$ cat src/rtl/imem_loader.sv
// imem_loader: parses a framed byte stream (count, words, checksum) and writes
// the words into instruction memory while holding the core in reset.
`ifndef MEM_ADDR_WIDTH
`define MEM_ADDR_WIDTH 12
`endif

module imem_loader #(
  parameter int ADDR_W = `MEM_ADDR_WIDTH
) (
  input  logic              clk,
  input  logic              reset,
  input  logic              start,
  input  logic              in_valid,
  input  logic [7:0]        in_data,
  output logic              in_ready,
  output logic              sim_load_en,
  output logic [ADDR_W-1:0] sim_addr,
  output logic [31:0]       sim_data,
  output logic              cpu_hold,
  output logic              done,
  output logic              error
);

  typedef enum logic [2:0] {IDLE, HDR0, HDR1, DATA, WRITE, CSUM, DONE, ERR} state_t;

  localparam logic [16:0] MAX_WORDS = 17'd1 << ADDR_W;

  state_t          state, state_nxt;
  logic [15:0]     word_cnt;
  logic [ADDR_W:0] word_addr;
  logic [1:0]      byte_idx;
  logic [7:0]      csum;
  logic [31:0]     word_buf;
  logic            accept;
  logic            start_ok;
  logic [16:0]     hdr_cnt;
  logic [16:0]     addr_inc;

  assign accept   = in_valid & in_ready;
  assign start_ok = start & ((state == IDLE) | (state == DONE) | (state == ERR));
  // Full count as it will be once the high header byte lands this cycle.
  assign hdr_cnt  = {1'b0, in_data, word_cnt[7:0]};
  // word_addr is one bit wider than sim_addr so a full-memory load never wraps.
  assign addr_inc = 17'(word_addr) + 17'd1;

  assign sim_addr = word_addr[ADDR_W-1:0];
  assign sim_data = word_buf;

  always_ff @(posedge clk or posedge reset) begin
    if (reset) state <= IDLE;
    else       state <= state_nxt;
  end

  always_comb begin
    state_nxt = state;
    case (state)
      IDLE, DONE, ERR: if (start) state_nxt = HDR0;
      HDR0: if (accept) state_nxt = HDR1;
      HDR1: if (accept) begin
        if (hdr_cnt > MAX_WORDS)   state_nxt = ERR;
        else if (hdr_cnt == 17'd0) state_nxt = CSUM;
        else                       state_nxt = DATA;
      end
      DATA:  if (accept && byte_idx == 2'd3) state_nxt = WRITE;
      WRITE: state_nxt = (addr_inc < {1'b0, word_cnt}) ? DATA : CSUM;
      CSUM:  if (accept) state_nxt = (in_data == csum) ? DONE : ERR;
      default: state_nxt = IDLE;
    endcase
  end

  always_comb begin
    in_ready    = 1'b0;
    cpu_hold    = 1'b0;
    sim_load_en = 1'b0;
    done        = 1'b0;
    error       = 1'b0;
    case (state)
      HDR0, HDR1, DATA, CSUM: begin
        in_ready = 1'b1;
        cpu_hold = 1'b1;
      end
      WRITE: begin
        cpu_hold    = 1'b1;
        sim_load_en = 1'b1;
      end
      DONE:    done  = 1'b1;
      ERR:     error = 1'b1;
      default: ;
    endcase
  end

  always_ff @(posedge clk or posedge reset) begin
    if (reset) begin
      word_cnt  <= '0;
      word_addr <= '0;
      byte_idx  <= '0;
      csum      <= '0;
      word_buf  <= '0;
    end else begin
      if (start_ok) begin
        word_addr <= '0;
        byte_idx  <= '0;
        csum      <= '0;
      end
      case (state)
        HDR0: if (accept) word_cnt[7:0]  <= in_data;
        HDR1: if (accept) word_cnt[15:8] <= in_data;
        DATA: if (accept) begin
          word_buf[8*byte_idx +: 8] <= in_data;
          csum                      <= csum ^ in_data;
          byte_idx                  <= byte_idx + 2'd1;
        end
        WRITE:   word_addr <= word_addr + (ADDR_W+1)'(1);
        default: ;
      endcase
    end
  end

endmodule

$ cat config.mk
export PLATFORM = sky130hd
export DESIGN_NAME = imem_loader
export DESIGN_NICKNAME = d
export VERILOG_FILES = /design/src/rtl/imem_loader.sv
export SDC_FILE = /design/constraint.sdc
export NUM_CORES = 1
export LEC_CHECK = 0
export BUFFER_PORTS_ARGS = -buffer_cell sky130_fd_sc_hd__buf_2
export CAP_MARGIN = 15
export CORE_MARGIN = 1.5
export CORE_UTILIZATION = 62
export DETAILED_ROUTE_END_ITERATION = 10
export PLACE_DENSITY_LB_ADDON = 0.12
export SLEW_MARGIN = 10
export SYNTH_ARGS = -nofsm -noshare
export SYNTH_HDL_FRONTEND = slang
export SYNTH_SLANG_ARGS = --single-unit
$ cat constraint.sdc
create_clock -name clk -period 7.7 [get_ports clk]
set_input_delay 1.54 -clock clk [delete_from_list [all_inputs] [get_ports clk]]
set_output_delay 1.54 -clock clk [all_outputs]
set_load 0.01 [all_outputs]
==> impl_metrics.env <==
export IMPL_rsz0062_at_grt="no"
export IMPL_tns_ps=0
export IMPL_drtPass1Iterations=8
export IMPL_syn_to_final_growth_pct=7.90
export IMPL_finalPower_mw=1.35
export IMPL_power_density_nw_per_um2=301
export IMPL_post_route_period_util_pct=48.6
export IMPL_gp_congestion=0.888
export IMPL_period_minus_slack_ps=3740
export IMPL_endpoint_kind="primary output"
export IMPL_p_leak_nw=2.20
export IMPL_clockRootBuffer="clkbuf_8"
export IMPL_slew_viol_final=0
export IMPL_initial_core_util_pct=64.8
export IMPL_gr_max_usage_layer="met2"
export IMPL_ys_flop_type="dfrtp_1"
export IMPL_vias=3338
export IMPL_ys_seq_area_share_pct=44.5
export IMPL_grt_pass1_vias=3109
export IMPL_setup_viol=0
export IMPL_worstPathCellList="nor2_1 -> nand2_1 -> inv_1 -> buf_2"
export IMPL_skew_ps=10.2
export IMPL_use_met2_pct=41.4
export IMPL_violations="design-rule violations"
export IMPL_die_h_um=85.0
export IMPL_max_cap_viol_count=0
export IMPL_grt_util_met3_pct=4.28
export IMPL_ios=61
export IMPL_place_hpwl_um=6050
export IMPL_max_freq_mhz=267
export IMPL_hold_slack_ps=476
export IMPL_grt_use_met1_pct=36.4
export IMPL_numPortBuffers=60
export IMPL_netlist_area_um2=4160
export IMPL_post_cts_buffers=0
export IMPL_async_flop_share_pct=100
export IMPL_cpPeakStageDelay_ps=590
export IMPL_syn_avg_cell_area_um2=8.86
export IMPL_grt_max_degree=75
export IMPL_synth_cell_type_count=52
export IMPL_cpMaxStageDelayCell="dfrtp_1"
export IMPL_cts_tree="done"
export IMPL_gr_total_overflow=0
export IMPL_grt_antenna_before_repair=0
export IMPL_wl_um=8750
export IMPL_dpl_worst_slack_ps=4380
export IMPL_core_area_um2=6420
export IMPL_cts_resized=0
export IMPL_fillers=531
export IMPL_syn_inst=470
export IMPL_wl_per_cell_um=14.9
export IMPL_detail_route_vias_per_cell=5.69
export IMPL_drtIter0Drc=210
export IMPL_final_common_cell="nand2_1"
export IMPL_hold_viol_final=0
export IMPL_path_delay_family="buffers and inverters"
export IMPL_cts_buffers=9
export IMPL_cts_num_sinks=74
export IMPL_synth_nets=503
export IMPL_ir_drop_v=0.000174
export IMPL_crit_path_max_fanout=22
export IMPL_die_area_um2=7220
export IMPL_slew_headroom_pct=31.1
export IMPL_antenna_cells=0
export IMPL_ctsHoldBuffers=0
export IMPL_fin_ws_ps=3960
export IMPL_ant_nets=0
export IMPL_worstMarginPinSlew_ps=1030
export IMPL_clock_latency_ps=360
export IMPL_status="finished, violations left"
export IMPL_clk_pin_slew_ps=70
export IMPL_ys_ff_latch=74
export IMPL_nNetsFinal=538
export IMPL_cts_buffer_depth=2
export IMPL_rows=29
export IMPL_drive_gt1_share_pct=17.5
export IMPL_drc=6
export IMPL_grt_pass1_wl_um=14700
export IMPL_crit_type="register to primary output"
export IMPL_cp_required_ps=6160
export IMPL_final_cell_mix="nand2_1 (108), dfrtp_1 (74), o21ai_0 (64)"
export IMPL_yosys_warnings=0
export IMPL_htreeDepth=3
export IMPL_synth_edf_count=0
export IMPL_startpoint_type="register"
export IMPL_grt_usage_pct=26.2
export IMPL_worstHoldPathType="register to register"
export IMPL_cp_num_buf_inv=2
export IMPL_crit_arrival_ps=2200
export IMPL_die_w_um=85.0
==> final timing paths <==
kind,start,end,slack [ps],cells past startpoint
setup / recovery,state[1],sim_load_en,3960,4
hold / removal,sim_data[5],sim_data[5],480,2
setup reg to reg,word_addr[0],state[1],4570,11
hold reg to reg,sim_data[5],sim_data[5],480,2
max in group asynchronous,reset,word_cnt[14],5640,3
min in group asynchronous,reset,word_cnt[0],1460,3
==> registers in the layout, indices dropped and copies added (netlist names) <==
signal     count
word_addr     13
word_cnt      16
sim_data      32
state          3
byte_idx       2
csum           8
==> per-stage QoR <==
stage | instance area [um2] | util [%] | cells
finish | 4490 | 70.0 | 587
global route | 4490 | 70.0 | 587
CTS | 4490 | 70.0 | 587
detailed placement | 4300 | 66.9 | 571
global placement | 4300 | 66.9 | 571
floorplan | 4160 | - | 470
==> synthesized netlist by cell type (all sizes together), types with 2 or more instances <==
library cell  number  area, um2
ha                21        263
a21o               2       15.0
nand3              8       45.0
a211oi             2       15.0
nor4               6       80.1
dfrtp             74       1850
nor2              25       93.8
nand2            109        412
mux2               3       33.8
buf               23        178
nor3b              4       30.0
xnor2              8       70.1
inv               21       78.8
a31oi              5       31.3
a21oi              9       45.0
o21ai             81        405
a22o               4       35.0
xor2              12        105
and3               8       50.1
clkbuf            14       92.6
o31ai              3       22.5
nor3               4       25.0
a211o              2       17.5
nand4              4       25.0
==> tightest hold or removal path, cell delays in order, from the launching register on <==
cell and delay, ps:
dfrtp_1 340, nand2_1 40, o21ai_0 60
==> area by class of cell <==
class	count	area (um2)	share of cell area, %
clock buffer	10	128	2.84
clock inverter	6	67.6	1.50
inverter	21	78.8	1.75
multi-input combinational	338	1960	43.7
sequential	74	1850	41.2
tap	77	96.3	2.14
timing repair buffer	61	308	6.85
==> layer usage <==
layer | share of wire [%] | wire [um]
met5 | 0 | 0
met4 | 1.8 | 158
met3 | 5.2 | 458
met2 | 46 | 4020
met1 | 47 | 4110
==> logic make-up after synthesis <==
family | synth area share, %
AOI/OAI and AO/OA | 16.2
xor gates and xnor gates | 4.21
adders and majority gates | 6.31
buffers and inverters | 8.38
DFF | 44.5
muxes | 1.05
and+or+nand+nor | 19.4
==> power by group <==
group	switching, mW	internal [mW]
clock network	0.153	0.150
logic	0.294	0.183
registers	0.0859	0.485
Power figures use the tool's default switching activity.
